--- src/rtl/v6_pulse_generator.sv ---
// Synthetic detector-pulse source: linear rise, exponential decay on a fixed baseline.
// Feeds the trapezoidal shaper in place of an ADC; supports pile-up and periodic auto-trigger.
module v6_pulse_generator #(
  parameter int SIZE_ADC_DATA = 12,
  parameter int BASELINE      = 100,
  parameter int RISE_SHIFT    = 2,
  parameter int DECAY_SHIFT   = 4,
  parameter int FRAC          = 8,
  parameter int PERIOD        = 1000
) (
  input  logic                     clk,
  input  logic                     reset,
  input  logic                     trigger,
  input  logic [SIZE_ADC_DATA-1:0] amplitude,
  input  logic                     auto_en,
  output logic [SIZE_ADC_DATA-1:0] output_data,
  output logic                     busy,
  output logic                     pulse_start,
  output logic                     dropped
);

  localparam int W  = SIZE_ADC_DATA + FRAC;
  localparam int CW = $clog2(PERIOD);

  localparam logic [W-1:0]             ACC_MAX   = {{SIZE_ADC_DATA{1'b1}}, {FRAC{1'b0}}};
  localparam logic [RISE_SHIFT:0]      RISE_LAST = (RISE_SHIFT+1)'(2**RISE_SHIFT - 1);
  localparam logic [CW-1:0]            PER_LAST  = CW'(PERIOD - 1);
  localparam logic [SIZE_ADC_DATA:0]   BASE_EXT  = (SIZE_ADC_DATA+1)'(BASELINE);
  localparam logic [SIZE_ADC_DATA:0]   OUT_MAX   = {1'b0, {SIZE_ADC_DATA{1'b1}}};

  typedef enum logic [1:0] {
    IDLE,
    RISE,
    DECAY
  } state_t;

  state_t                     state, state_nxt;
  logic [W-1:0]               acc, acc_nxt;
  logic [W-1:0]               target, target_nxt;
  logic [W-1:0]               step, step_nxt;
  logic [RISE_SHIFT:0]        rise_cnt, rise_cnt_nxt;
  logic [CW-1:0]              per_cnt;
  logic                       auto_fire;
  logic                       trg;
  logic                       accept;
  logic                       ps_nxt, dr_nxt;

  logic [W-1:0]               amp_ext;
  logic [W:0]                 pile_sum;
  logic [W-1:0]               target_new;
  logic [W:0]                 rise_sum;
  logic [W-1:0]               rise_val;
  logic [SIZE_ADC_DATA-1:0]   acc_int;
  logic [SIZE_ADC_DATA:0]     out_sum;
  logic [SIZE_ADC_DATA-1:0]   out_nxt;

  // Auto-trigger counter only advances while enabled; disabling restarts it from zero.
  always_ff @(posedge clk) begin
    if (reset || !auto_en) begin
      per_cnt <= '0;
    end else if (per_cnt == PER_LAST) begin
      per_cnt <= '0;
    end else begin
      per_cnt <= per_cnt + 1'b1;
    end
  end

  assign auto_fire = auto_en && (per_cnt == PER_LAST);
  assign trg       = trigger | auto_fire;

  // Datapath helpers: one extra bit on sums so clamping sees true overflow.
  always_comb begin
    amp_ext    = {amplitude, {FRAC{1'b0}}};
    pile_sum   = {1'b0, acc} + {1'b0, amp_ext};
    target_new = (pile_sum > {1'b0, ACC_MAX}) ? ACC_MAX : pile_sum[W-1:0];
    rise_sum   = {1'b0, acc} + {1'b0, step};
    rise_val   = (rise_sum > {1'b0, target}) ? target : rise_sum[W-1:0];
    acc_int    = acc[W-1:FRAC];
    out_sum    = BASE_EXT + {1'b0, acc_int};
    out_nxt    = (out_sum > OUT_MAX) ? OUT_MAX[SIZE_ADC_DATA-1:0] : out_sum[SIZE_ADC_DATA-1:0];
  end

  always_comb begin
    state_nxt    = state;
    acc_nxt      = acc;
    target_nxt   = target;
    step_nxt     = step;
    rise_cnt_nxt = rise_cnt;
    ps_nxt       = 1'b0;
    dr_nxt       = 1'b0;
    accept       = 1'b0;

    case (state)
      IDLE: begin
        accept = trg;
      end
      RISE: begin
        dr_nxt       = trg;
        rise_cnt_nxt = rise_cnt + 1'b1;
        if (rise_cnt == RISE_LAST) begin
          acc_nxt   = target;
          state_nxt = DECAY;
        end else begin
          acc_nxt = rise_val;
        end
      end
      DECAY: begin
        if (trg) begin
          accept = 1'b1;
        end else if (acc_int == '0) begin
          acc_nxt   = '0;
          state_nxt = IDLE;
        end else begin
          acc_nxt = acc - (acc >> DECAY_SHIFT);
        end
      end
      default: begin
        state_nxt = IDLE;
      end
    endcase

    // Pile-up shares the idle accept path: the new rise starts from whatever acc holds.
    if (accept) begin
      state_nxt    = RISE;
      target_nxt   = target_new;
      step_nxt     = amp_ext >> RISE_SHIFT;
      rise_cnt_nxt = '0;
      ps_nxt       = 1'b1;
    end
  end

  always_ff @(posedge clk) begin
    if (reset) begin
      state       <= IDLE;
      acc         <= '0;
      target      <= '0;
      step        <= '0;
      rise_cnt    <= '0;
      output_data <= BASE_EXT[SIZE_ADC_DATA-1:0];
      pulse_start <= 1'b0;
      dropped     <= 1'b0;
    end else begin
      state       <= state_nxt;
      acc         <= acc_nxt;
      target      <= target_nxt;
      step        <= step_nxt;
      rise_cnt    <= rise_cnt_nxt;
      output_data <= out_nxt;
      pulse_start <= ps_nxt;
      dropped     <= dr_nxt;
    end
  end

  assign busy = (state != IDLE);

endmodule

--- config.mk ---
export PLATFORM = sky130hd
export DESIGN_NAME = v6_pulse_generator
export DESIGN_NICKNAME = d
export VERILOG_FILES = /design/src/rtl/v6_pulse_generator.sv
export SDC_FILE = /design/constraint.sdc
export NUM_CORES = 1
export LEC_CHECK = 0
export BUFFER_PORTS_ARGS = -buffer_cell sky130_fd_sc_hd__buf_4
export CAP_MARGIN = 20
export CORE_MARGIN = 4
export CORE_UTILIZATION = 50
export DETAILED_ROUTE_END_ITERATION = 8
export PLACE_DENSITY = 0.74
export SLEW_MARGIN = 20
export SYNTH_ARGS = -nofsm -noshare
export SYNTH_HDL_FRONTEND = slang
export SYNTH_SLANG_ARGS = --single-unit
--- constraint.sdc ---
create_clock -name clk -period 6.1 [get_ports clk]
set_input_delay 1.22 -clock clk [delete_from_list [all_inputs] [get_ports clk]]
set_output_delay 1.22 -clock clk [all_outputs]
set_load 0.05 [all_outputs]
==> results_dict.tcl <==
set metrics [dict create \
    status "completed" \
    synth.yosys.seq_area_share_pct 28.1 \
    grt_pass1_wl_mm 24.7 \
    required_ns 6.31 \
    ios 31 \
    gp_congestion 0.954 \
    vias 5207 \
    clk_pin_slew_ns 0.06 \
    drc 0 \
    worst_pin_slew_ns 0.737 \
    cts_resized 0 \
    syn-num-nets 774 \
    via_per_inst 6.13 \
    worstSkewPairLatency_ns 0.35 \
    yosys-top-cells-area "dfxtp_1, ha_1, xnor2_1" \
    synth_cell_type_count 61 \
    yosys_most_used_dff "dfxtp_1" \
    drtAntennaViolNets 0 \
    core_mm2 0.0111 \
    finalSetupViolations 0 \
    nets 795 \
    crit_family "compound AO/OA/AOI/OAI gates" \
    final_max_slew_viol_count 0 \
    cts_setup_buffers 0 \
    ys_warn_count 0 \
    grt-ovfl-total 0 \
    p_leak_nw 2.73 \
    cts_tree "done" \
    num_rows 38 \
    cts.sinks 81 \
    avgSynthCellArea_um2 8.42 \
    ys_ff_latch 81 \
    numCtsBuffers 9 \
    cp_max_fo 19 \
    cts.hold.buffers_added 0 \
    power_density_mw_per_mm2 289 \
    cts-htree-levels 3 \
    synth_cells 685 \
    die_w_um 115 \
    timing.final.crit_share_pct 77.8 \
    yosysTopAreaCellShare_pct 28.1 \
    min_path_type "register to register" \
    worst_setup_path_start_kind "register" \
    path_cells "ha_1 -> nor2b_1 -> o31a_1 -> o221a_1 -> o41a_4 -> mux2i_1 -> o2111ai_1 -> ha_1 -> and4_1 -> nand4_1 -> nor3_1 -> a31oi_1 -> a2bb2oi_4 -> mux2_2 -> a221oi_1 -> a211oi_1" \
    async_flop_share_pct 0 \
    drt_iter0_drc 344 \
    wl_mm 14.8 \
    criticalPathCategory "register to register" \
    hold_viol_final 0 \
    p_total_w 0.00184 \
    cts_root_buf "clkbuf_16" \
    layout-drive-gt1-share_pct 8.60 \
    ir_drop_uv 157 \
    synth.largest_area_cell "dfxtp_1" \
    track_usage_pct 23.4 \
    wire_per_inst_um 17.4 \
    antenna_found_initial 0 \
    io_buffers 30 \
    grt_pass1_vias 5020 \
    die-area_mm2 0.0133 \
    rsz0062_at_grt "no" \
    synth_edf_count 0 \
    netlist_area_mm2 0.00577 \
    slew_headroom_pct 50.8 \
    max_freq_ghz 0.211 \
    antenna_cells 0 \
    drt_first_pass_iters 5 \
    synthToLayoutAreaGrowth_pct 10.6 \
    synthTopCellsByCount "dfxtp_1, ha_1, inv_1" \
    die_h_um 115 \
    max_stage_delay_ns 0.56 \
    cp.buffers_inverters 0 \
    maxCapViolations 0 \
    start_util_pct 52.1 \
    grt_max_degree 54 \
    tns_ns 0 \
    slowest_stage "a2bb2oi_4" \
    clk_path_buf_depth 2 \
    timing.final.crit_period_ns 4.74 \
    synthMostInstantiatedCell "dfxtp_1" \
    fillers 995 \
    dpl.hpwl_mm 11.3 \
    finalClockSkew_ns 0.00715 \
    crit_path_frequent_cell "ha_1" \
    timing.hold.ws_ns 0.443 \
    arrival_ns 4.95 \
    endpoint_kind "register" \
]
layer usage:
metal | vias to the layer above | share of wire (%) | track usage [%]
li1 | 2543 | - | -
met1 | 2463 | 46 | 31.6
met2 | 171 | 46 | 37.2
met3 | 30 | 6.1 | 3.26
met4 | 0 | 2.4 | 10.2
met5 | - | 0 | 0
layout make-up:
cell class	count	area, um^2	area share [%]
clock inverter	3	42.5	0.667
tap	140	175	2.75
timing repair buffer	33	248	3.88
sequential	81	1620	25.4
inverter	57	214	3.35
multi-input combinational	524	3830	60.1
clock buffer	11	243	3.81
logic make-up (layout without fill, tap and decap cells):
kind of cell    after synthesis  count (layout)  share of synthesized area (%)
buf+inv                      80             104                           5.40
mux                          13              13                           2.30
simple gates                190             190                           15.7
fa+ha+maj                    73              73                           16.2
compound gates              203             203                           25.5
flops                        81              81                           28.1
xor+xnor                     45              45                           6.83
state kept, by name, indices dropped and copies added, names as in the netlist:
signal	flops
acc	20
dropped	1
output_data	12
per_cnt	10
pulse_start	1
rise_cnt	3
state	2
step	12
target	20
metrics by stage:
stage / area (um^2) / setup slack [ns] / std cells / util (%)
floorplan: 5770 / 2.09 / 685 / -
global route: 6380 / 1.04 / 849 / 57.6
detailed placement: 6090 / 1.46 / 835 / 55.0
global placement: 6090 / 1.56 / 835 / 55.0
CTS: 6380 / 1.44 / 849 / 57.6
finish: 6380 / 1.36 / 849 / 57.6
worst paths after layout:
kind | start | cells after the start | to | slack (ns)
worst max register to register | acc[8] | 16 | acc[11] | 1.36
worst min register to register | per_cnt[0] | 1 | per_cnt[0] | 0.44
worst min-delay path | per_cnt[0] | 1 | per_cnt[0] | 0.44
worst max-delay path | acc[8] | 16 | acc[11] | 1.36
report_power, final:
| group | internal, W | switching (W) |
|---|---|---|
| Clock | 0.000323 | 0.000209 |
| Combinational | 0.000289 | 0.000409 |
| Sequential | 0.000566 | 0.0000481 |
| Total | 0.00118 | 0.000666 |
layout by cell type (no fill, tap or decap), types with 20 or more instances in the layout:
master	n
ha_1	70
nor2_1	54
o21ai_0	23
a21oi_1	50
dfxtp_1	81
nand2_1	48
nor3_1	20
buf_4	33
xnor2_1	35
inv_1	56
Power figures use the tool's default switching activity.
